File: src/rtl/uart_pkg.sv
// uart_pkg
// Shared definitions for the UART receive/transmit control slice:
//   - rx_state_e     : receive-controller FSM encoding (DATA / ESC_SEEN / APPLY)
//   - line_cfg_t     : packed line configuration held by the controller
//   - ESC_CODE_DEF   : default in-band escape byte
//   - CFG_*          : bit positions of the fields inside a config byte
//   - FRAME_LEN_*    : legal data-bits-per-frame bounds
//   - frame_len_legal: range check for a requested frame length
package uart_pkg;

    typedef enum logic [1:0] {
        ST_DATA     = 2'd0,
        ST_ESC_SEEN = 2'd1,
        ST_APPLY    = 2'd2
    } rx_state_e;

    typedef struct packed {
        logic [3:0] frame_length;
        logic       stop_bits;
        logic       parity_type;
        logic       parity;
    } line_cfg_t;

    localparam logic [7:0] ESC_CODE_DEF = 8'h1B;

    localparam int CFG_PARITY_BIT = 0;
    localparam int CFG_PTYPE_BIT  = 1;
    localparam int CFG_STOP_BIT   = 2;
    localparam int CFG_LEN_LSB    = 4;
    localparam int CFG_LEN_MSB    = 7;

    localparam logic [3:0] FRAME_LEN_MIN = 4'd5;
    localparam logic [3:0] FRAME_LEN_MAX = 4'd9;

    function automatic logic frame_len_legal(input logic [3:0] len);
        return (len >= FRAME_LEN_MIN) && (len <= FRAME_LEN_MAX);
    endfunction

endpackage

File: src/rtl/uart_frame_fifo.sv
// uart_frame_fifo
// First-word-fall-through FIFO for UART frames, usable on RX and TX sides.
// Ports:
//   clk, rst          : clock and asynchronous active-high reset
//   push, push_data   : write request and data (ignored when full, unless
//                       a pop happens in the same cycle)
//   pop               : consume the head entry (ignored when empty)
//   pop_data          : head entry, forced to zero while empty
//   full, empty       : occupancy flags
module uart_frame_fifo #(
    parameter int DEPTH = 4,
    parameter int WIDTH = 9
) (
    input  logic             clk,
    input  logic             rst,
    input  logic             push,
    input  logic [WIDTH-1:0] push_data,
    input  logic             pop,
    output logic [WIDTH-1:0] pop_data,
    output logic             full,
    output logic             empty
);
    import uart_pkg::*;

    localparam int AW = $clog2(DEPTH);

    // Pointers carry one extra wrap bit so full and empty are distinguishable.
    logic [AW:0]      wr_ptr_q, wr_ptr_d;
    logic [AW:0]      rd_ptr_q, rd_ptr_d;
    logic [WIDTH-1:0] mem_q [DEPTH];
    logic             do_push_s;
    logic             do_pop_s;

    assign empty = (wr_ptr_q == rd_ptr_q);
    assign full  = (wr_ptr_q[AW] != rd_ptr_q[AW]) &&
                   (wr_ptr_q[AW-1:0] == rd_ptr_q[AW-1:0]);

    assign pop_data = empty ? {WIDTH{1'b0}} : mem_q[rd_ptr_q[AW-1:0]];

    // Pointer next-state; a pop frees the slot a same-cycle push on a full FIFO reuses.
    always_comb begin
        do_pop_s  = pop & ~empty;
        do_push_s = push & (~full | do_pop_s);
        wr_ptr_d  = wr_ptr_q;
        rd_ptr_d  = rd_ptr_q;
        if (do_push_s) begin
            wr_ptr_d = wr_ptr_q + {{AW{1'b0}}, 1'b1};
        end else begin
            wr_ptr_d = wr_ptr_q;
        end
        if (do_pop_s) begin
            rd_ptr_d = rd_ptr_q + {{AW{1'b0}}, 1'b1};
        end else begin
            rd_ptr_d = rd_ptr_q;
        end
    end

    // Pointer registers.
    always_ff @(posedge clk or posedge rst) begin
        if (rst) begin
            wr_ptr_q <= {(AW+1){1'b0}};
            rd_ptr_q <= {(AW+1){1'b0}};
        end else begin
            wr_ptr_q <= wr_ptr_d;
            rd_ptr_q <= rd_ptr_d;
        end
    end

    // Storage array; contents are don't-care while empty, so no reset.
    always_ff @(posedge clk) begin
        if (do_push_s) begin
            mem_q[wr_ptr_q[AW-1:0]] <= push_data;
        end
    end

endmodule

File: src/rtl/uart_rx_ctrl.sv
// uart_rx_ctrl
// Receive-side controller between the UART frame receiver and the VGA
// command logic. Owns the receiver line configuration, decodes an in-band
// escape protocol (ESC + config byte, ESC + ESC = literal ESC) and buffers
// ordinary frames in a FWFT FIFO.
// Ports:
//   clk_16bd, rst               : 16x baud clock, async active-high reset
//   frame, frame_valid          : receiver output; accepted on frame_valid rise
//   parity, parity_type,
//   stop_bits, frame_length     : line configuration driven to the receiver
//   rd_en, rd_data, rd_valid    : FIFO consumer interface
//   overflow, cfg_error         : sticky error flags, cleared by clr_err
//   cfg_update                  : one-cycle pulse when a new config applies
module uart_rx_ctrl
    import uart_pkg::*;
#(
    parameter int         FIFO_DEPTH    = 4,
    parameter logic [7:0] ESC_CODE      = ESC_CODE_DEF,
    parameter int         ESC_TIMEOUT   = 384,
    parameter logic [3:0] DEF_FRAME_LEN = 4'd8
) (
    input  logic       clk_16bd,
    input  logic       rst,
    input  logic [8:0] frame,
    input  logic       frame_valid,
    output logic       parity,
    output logic       parity_type,
    output logic       stop_bits,
    output logic [3:0] frame_length,
    input  logic       rd_en,
    output logic [8:0] rd_data,
    output logic       rd_valid,
    output logic       overflow,
    output logic       cfg_error,
    input  logic       clr_err,
    output logic       cfg_update
);

    localparam int             TW       = $clog2(ESC_TIMEOUT + 1);
    localparam logic [TW-1:0]  TMO_LAST = TW'(ESC_TIMEOUT - 1);

    rx_state_e     state_q, state_d;
    logic [TW-1:0] tmo_q, tmo_d;
    line_cfg_t     cfg_q, cfg_d;
    logic          fv_q, fv_d;
    logic          cfg_update_q, cfg_update_d;
    logic          overflow_q, overflow_d;
    logic          cfg_error_q, cfg_error_d;

    logic          fv_rise_s;
    logic          is_esc_s;
    logic          push_s;
    logic [8:0]    push_data_s;
    logic          cfg_err_set_s;
    logic          ovf_set_s;
    logic          fifo_full_s;
    logic          fifo_empty_s;

    assign fv_rise_s = frame_valid & ~fv_q;
    // Bit 8 set means a 9-bit data frame, never an escape.
    assign is_esc_s  = ~frame[8] & (frame[7:0] == ESC_CODE);

    // Escape-protocol FSM: next state, pushes and config capture.
    always_comb begin
        state_d       = state_q;
        tmo_d         = tmo_q;
        cfg_d         = cfg_q;
        cfg_update_d  = 1'b0;
        push_s        = 1'b0;
        push_data_s   = frame;
        cfg_err_set_s = 1'b0;
        case (state_q)
            // APPLY lasts one cycle; a frame landing in it is handled as in DATA.
            ST_DATA, ST_APPLY: begin
                state_d = ST_DATA;
                if (fv_rise_s) begin
                    if (is_esc_s) begin
                        state_d = ST_ESC_SEEN;
                        tmo_d   = {TW{1'b0}};
                    end else begin
                        push_s = 1'b1;
                    end
                end else begin
                    tmo_d = tmo_q;
                end
            end
            ST_ESC_SEEN: begin
                if (fv_rise_s) begin
                    tmo_d = {TW{1'b0}};
                    if (is_esc_s) begin
                        push_s      = 1'b1;
                        push_data_s = {1'b0, ESC_CODE};
                        state_d     = ST_DATA;
                    end else if (frame_len_legal(frame[CFG_LEN_MSB:CFG_LEN_LSB])) begin
                        cfg_d.parity       = frame[CFG_PARITY_BIT];
                        cfg_d.parity_type  = frame[CFG_PTYPE_BIT];
                        cfg_d.stop_bits    = frame[CFG_STOP_BIT];
                        cfg_d.frame_length = frame[CFG_LEN_MSB:CFG_LEN_LSB];
                        cfg_update_d       = 1'b1;
                        state_d            = ST_APPLY;
                    end else begin
                        cfg_err_set_s = 1'b1;
                        state_d       = ST_DATA;
                    end
                end else if (tmo_q == TMO_LAST) begin
                    // Lone escape with nothing following: deliver it as data.
                    push_s      = 1'b1;
                    push_data_s = {1'b0, ESC_CODE};
                    tmo_d       = {TW{1'b0}};
                    state_d     = ST_DATA;
                end else begin
                    tmo_d = tmo_q + {{(TW-1){1'b0}}, 1'b1};
                end
            end
            default: begin
                state_d = ST_DATA;
                tmo_d   = {TW{1'b0}};
            end
        endcase
    end

    // Sticky error flags; clr_err wins over a same-cycle set.
    always_comb begin
        fv_d      = frame_valid;
        ovf_set_s = push_s & fifo_full_s & ~rd_en;
        if (clr_err) begin
            overflow_d  = 1'b0;
            cfg_error_d = 1'b0;
        end else begin
            overflow_d  = overflow_q | ovf_set_s;
            cfg_error_d = cfg_error_q | cfg_err_set_s;
        end
    end

    // Control and configuration registers.
    always_ff @(posedge clk_16bd or posedge rst) begin
        if (rst) begin
            state_q      <= ST_DATA;
            tmo_q        <= {TW{1'b0}};
            cfg_q        <= {DEF_FRAME_LEN, 1'b0, 1'b0, 1'b0};
            fv_q         <= 1'b0;
            cfg_update_q <= 1'b0;
            overflow_q   <= 1'b0;
            cfg_error_q  <= 1'b0;
        end else begin
            state_q      <= state_d;
            tmo_q        <= tmo_d;
            cfg_q        <= cfg_d;
            fv_q         <= fv_d;
            cfg_update_q <= cfg_update_d;
            overflow_q   <= overflow_d;
            cfg_error_q  <= cfg_error_d;
        end
    end

    uart_frame_fifo #(
        .DEPTH (FIFO_DEPTH),
        .WIDTH (9)
    ) u_fifo (
        .clk       (clk_16bd),
        .rst       (rst),
        .push      (push_s),
        .push_data (push_data_s),
        .pop       (rd_en),
        .pop_data  (rd_data),
        .full      (fifo_full_s),
        .empty     (fifo_empty_s)
    );

    assign rd_valid     = ~fifo_empty_s;
    assign parity       = cfg_q.parity;
    assign parity_type  = cfg_q.parity_type;
    assign stop_bits    = cfg_q.stop_bits;
    assign frame_length = cfg_q.frame_length;
    assign overflow     = overflow_q;
    assign cfg_error    = cfg_error_q;
    assign cfg_update   = cfg_update_q;

endmodule
File: config.mk
export PLATFORM = sky130hd
export DESIGN_NAME = uart_rx_ctrl
export DESIGN_NICKNAME = d
export VERILOG_FILES = /design/src/rtl/uart_pkg.sv /design/src/rtl/uart_frame_fifo.sv /design/src/rtl/uart_rx_ctrl.sv
export SDC_FILE = /design/constraint.sdc
export NUM_CORES = 1
export LEC_CHECK = 0
export CORE_UTILIZATION = 42
export DETAILED_ROUTE_END_ITERATION = 12
export DONT_BUFFER_PORTS = 1
export GPL_TIMING_DRIVEN = 0
export SLEW_MARGIN = 0
export SYNTH_ARGS = -nofsm -noshare
export SYNTH_HDL_FRONTEND = slang
export SYNTH_SLANG_ARGS = --single-unit
export TNS_END_PERCENT = 30
File: constraint.sdc
create_clock -name clk_16bd -period 4.4 [get_ports clk_16bd]
set_input_delay 0.66 -clock clk_16bd [delete_from_list [all_inputs] [get_ports clk_16bd]]
set_output_delay 0.66 -clock clk_16bd [all_outputs]
set_load 0.03 [all_outputs]
# [Word level (Yosys, flattened, before mapping)]
# Memories as Yosys holds them, arrays and structs flattened.
# Index checks and enable logic that the tools add are counted.
[totals] regBits=28 mem_bits_rw=36 input_bits=14 out_inout_bits=20 word_cells=84 n_memories=1
[op_classes] n_addsub=3 magnitude_cmp=2 eq_ne=10 mux=35 n_bitwise=15 reduce_logical=6
[memory_table] memory="u_fifo.mem_q" depth=4 width=9 rd=1 rd_clocked_by_memory_dff=0 write_ports=1 line="uart_frame_fifo.sv:30" source="logic [WIDTH-1:0] mem_q [DEPTH];"
[op_table] op="$mux 9" count=9
[op_table] op="$mux 1" count=19
[op_table] op="$pmux 9 s2" count=1
[op_table] op="$add 9x1->9 const B" count=1
[op_table] op="$eq 9x9->1 const B" count=1
[op_table] op="$eq 8x5->1 const B" count=1
[op_table] op="$mux 2" count=4
[op_table] op="$add 3x1->3 const B" count=2
[op_table] op="$and 1x1->1" count=6
[op_table] op="$not 1->1" count=6
[op_table] op="$ge 4x3->1 const B" count=1
[op_table] op="$le 4x4->1 const B" count=1
[op_table] op="$ne 2x2->1 const B" count=2
[op_table] op="$pmux 2 s2" count=1
[op_table] op="$reduce_and 4->1" count=1
[op_table] op="$eq 3x3->1" count=1
[op_table] op="$ne 3x3->1 const B" count=1
[op_table] op="$or 1x1->1" count=3
[op_table] op="$eq 2x1->1 const B" count=1
[op_table] op="$eq 2x2->1" count=1
[op_table] op="$eq 2x2->1 const B" count=1
[op_table] op="$logic_and 1x1->1" count=2
[op_table] op="$logic_not 2->1" count=1
[op_table] op="$pmux 1 s2" count=1
[op_table] op="3 further kinds" count=3

# [Longest topological paths before layout]
[logic_depth] ltp_word=9 ltp_mapped=6 ltp_nobuf=6

# [Hierarchy]
# From an unflattened synthesis, not the netlist that was laid out.
[unflattened] hier_cells=205 area_unflattened_um2=2940.3
[by_module_without_submodules] mod="uart_frame_fifo" n_inst=1 cells_per_inst=92 area_each_um2=1789.2 seq_area_each_um2=1231.2
[by_module_without_submodules] mod="uart_rx_ctrl" n_inst=1 cells_per_inst=113 area_each_um2=1151.1 seq_area_each_um2=551.8

# [Least setup slack after synthesis]
# OpenSTA, ideal clock, no wires.
[synth_timing] path_type="register to output" start="reg u_fifo.rd_ptr_q[0]" end="out rd_data[0]" t_arrival_ns=1.401 t_required_ns=3.740 slack_ns=2.339 stages_incl_launch_ff=4 path_buffers=1 cell_sequence="dfrtp_1 buf_2 mux4_2 nor2b_1"
[synth_via] elab_chain_cells=2 word_cells_on_any_way=3 cone_classes="eq/ne: 1; mux: 1; memory: 1"
[synth_rtl] element="start: declaration" line="uart_frame_fifo.sv:29" source="logic [AW:0] rd_ptr_q, rd_ptr_d;"
[synth_rtl] element="start signal: assignment" line="uart_frame_fifo.sv:62" source="rd_ptr_q <= {(AW+1){1'b0}};"
[synth_rtl] element="start signal: assignment" line="uart_frame_fifo.sv:65" source="rd_ptr_q <= rd_ptr_d;"
[synth_rtl] element="$mem_v2 4x9 or $eq 3x3->1 (tied branches)"
[synth_rtl] element="$mux 9 (*)" line="uart_frame_fifo.sv:38" source="assign pop_data = empty ? {WIDTH{1'b0}} : mem_q[rd_ptr_q[AW-1:0]];"
[synth_rtl] element="end: declaration" line="uart_rx_ctrl.sv:31" source="output logic [8:0] rd_data,"
# Every way passes the cells marked *; elsewhere a longest branch is shown, timed or not.

# [Worst setup path after layout]
[layout_timing] start="reg u_fifo.rd_ptr_q[1]" end="out rd_data[2]"
# Same word-level chain as after synthesis.

==> metrics.md <==
| Metric | Value |
|---|---|
| Status | `finished with violations` |
| Failing checks | `DRC` |
| Critical Path AT | `between 2000 and 2500 ps` |
| Critical path type | `flip-flop to primary output` |
| WHS | `around 340 ps` |
| Clk slew on worst S/H paths | `around 70 ps` |
| Cts repair resizes | `0` |
| DRT Pass-1 Iters | `8` |
| Sequential share of the synthesized area | `between 60% and 70%` |
| Clock Skews | `a little over 9 ps` |
| #FFs+latches synth | `64` |
| Global-route wire length before repair | `a little over 8000 um` |
| Final worst path period need | `approximately 2700 ps` |
| DP Wirelength | `3370 um` |
| LEAKAGE | `between 1 and 1.5 nW` |
| Final-report setup violation count | `0` |
| Final hold violation count | `0` |
| Global Route Usage Sum | `between 15 and 20%` |
| Total Power | `roughly 1.9 mW` |
| Crit start category | `flip-flop` |
| Area grow syn2layout | `10.1%` |
| Initial antenna violation count | `0` |
| # Max-Cap Violations | `0` |
| Worst hold path class | `input pin to flip-flop` |
| Fin. max-slew vios | `0` |
| DRC Markers | `6` |
| Synth Area per Inst | `around 14 sq um` |
| DIE HEIGHT | `roughly 85 um` |
| Synthesized Nets | `about 220` |
| # clock sinks | `64` |
| Antenna fix cells | `0` |
| Clk_lat worst skew | `between 300 and 400 ps` |
| Root Buffer Master | `clkbuf_8` |
| Main flop type after synthesis | `edfxtp_1` |
| Core Region | `0.00646 sq mm` |
| Via density | `around 5.3` |
| Yosys cell types | `46` |
| Crit Path Max Fanout | `10` |
| Crit end category | `primary output` |
| Final Util | `48.8%` |
| RSZ-0062 raised after global routing | `no` |
| WL/cell | `16.8 um` |
| Gate Count Post-Synth | `approximately 200` |
| Vias in the first global route | `roughly 1600` |
| Setup_tns | `0 ps` |
| Num CTS Buffers | `9` |
| Synthesized area | `0.00286 sq mm` |
| Worst endpoint required time | `approximately 3700 ps` |
| I/O Pins | `34` |
| Final period util | `approximately 61%` |
| Post-synth EDFFs | `36` |
| Vias after detailed routing | `around 1600` |
| Async set-reset flop share out of synthesis | `a little over two fifths` |
| CTS Buffer Depth | `2` |
| Largest net degree at the start of global routing | `29` |
| GRT Residual Overflow | `0` |
| Synth warn | `0` |
| FP Rows | `29` |
| Die area | `approximately 0.0072 sq mm` |
| 1st-iter DRT viols | `about 70` |
| Slew @ Worst Pin | `1080 ps` |
| Die X | `approximately 85 um` |
| CTS tree | `done` |
| Initial core utilization | `44.3%` |
| Port-buffer cells | `0` |
| Htree depth | `3` |
| Worst IR Drop VDD | `0.000180 V` |
| Net count, final | `233` |
| Gpl congestion | `between 0.7 and 0.8` |
| Fmax | `between 0.3 and 0.4 GHz` |
| Power Density | `around 590 mW/mm^2` |
| Post-CTS Setup Repair Bufs | `0` |
| Post-Route WL | `around 5000 um` |
| Fraction of layout cells with a size suffix above 1 | `about a quarter` |
| Antenna viol nets, final | `0` |
| CTS Hold Bufs | `0` |
| Worst slew margin | `approximately 28%` |
layout by cell type, fill, tap and decap left out, types with 2 or more instances in the layout:
cell type / Yosys / final
edfxtp_1: 36 / 36
dfrtp_1: 27 / 27
o21ai_0: 12 / 12
nor2_1: 11 / 11
nor2b_1: 10 / 10
clkbuf_8: 0 / 10
mux4_2: 9 / 9
inv_1: 8 / 8
nand3_1: 8 / 8
nand2_1: 8 / 8
xnor2_1: 7 / 7
mux2_2: 7 / 7
a21oi_1: 6 / 6
and2_1: 6 / 6
ha_1: 6 / 6
or2_2: 4 / 4
and3_1: 3 / 3
clkbuf_1: 1 / 3
and2_2: 3 / 3
o31ai_1: 2 / 2
buf_2: 2 / 2
through the flow:
step / instances / area (sq um) / setup slack (ps)
2_1_floorplan: 202 / 2860 / 2340
3_3_place_gp: 279 / 2960 / 2040
3_5_place_dp: 279 / 2960 / 2000
4_1_cts: 295 / 3150 / 1620
5_1_grt: 295 / 3150 / 1570
6_report: 295 / 3150 / 1710
power breakdown:
part	internal, mW	leakage [nW]	switching (mW)
registers	0.725	0.690	0.0676
clock network	0.275	0.0940	0.214
logic	0.215	0.454	0.377
total	1.21	1.24	0.658
cells in the mapped netlist, drive strengths merged (4+ instances only):
library cell / number / area (sq um)
a21oi: 6 / 30.0
and2: 9 / 60.1
and3: 4 / 30.0
dfrtp: 27 / 676
edfxtp: 36 / 1080
ha: 6 / 75.1
inv: 9 / 33.8
mux2: 8 / 93.8
mux4: 9 / 203
nand2: 8 / 30.0
nand3: 8 / 40.0
nor2: 12 / 52.6
nor2b: 11 / 71.3
o21ai: 12 / 60.1
or2: 4 / 25.0
xnor2: 7 / 61.3
state kept, by name (all words and copies together) (netlist names):
name	count
parity_type	1
u_fifo.mem_q	36
frame_length	4
fv_q	1
u_fifo.wr_ptr_q	3
parity	1
cfg_update	1
cfg_error	1
state_q	2
stop_bits	1
overflow	1
tmo_q	9
u_fifo.rd_ptr_q	3
final cells by class:
cell class	count	area, sq um
Tap cell	77	96.3
Inverter	9	33.8
Clock inverter	4	46.3
Sequential cell	64	1780
Multi-Input combinational cell	126	1030
Buffer	3	13.8
Fill cell	564	3310
Clock buffer	12	145
worst max-delay path: stages (launching register included):
cell	delay, ps
dfrtp_1	390
clkbuf_1	480
mux4_2	330
nor2b_1	490
worst paths after layout:
path / from / end / slack (ps) / cells past startpoint
max in group asynchronous: rst / u_fifo.wr_ptr_q[2]$_DFFE_PP0P_ / 3260 / 1
hold / removal: frame_valid / fv_q$_DFF_PP0_ / 340 / 0
min in group asynchronous: rst / state_q[1]$_DFFE_PP0P_ / 480 / 1
hold reg to reg: tmo_q[8]$_DFFE_PP0P_ / tmo_q[8]$_DFFE_PP0P_ / 480 / 1
setup / recovery: u_fifo.rd_ptr_q[1]$_DFFE_PP0P_ / rd_data[2] / 1710 / 3
setup reg to reg: tmo_q[0]$_DFFE_PP0P_ / u_fifo.mem_q[3][4]$_DFFE_PP_ / 2180 / 5
kinds of logic after synthesis:
group / Yosys count / synth area share, %
xor+xnor: 8 / 2.45
flops: 64 / 62.3
compound gates: 30 / 7.12
fa+ha+maj: 6 / 2.62
simple gates: 65 / 13.5
mux: 17 / 10.4
buf+inv: 12 / 1.66
routing by layer:
| layer | GRT usage, % | up-vias | wire length, um | share of wire (%) |
|---|---|---|---|---|
| li1 | - | 769 | - | - |
| met1 | 19.5 | 761 | 2230 | 45 |
| met2 | 24.4 | 37 | 2440 | 49 |
| met3 | 4.92 | 8 | 211 | 4.2 |
| met4 | 8.32 | 0 | 93 | 1.9 |
| met5 | 0 | - | 0 | 0 |
No activity file was read; power rests on OpenSTA's default activity.
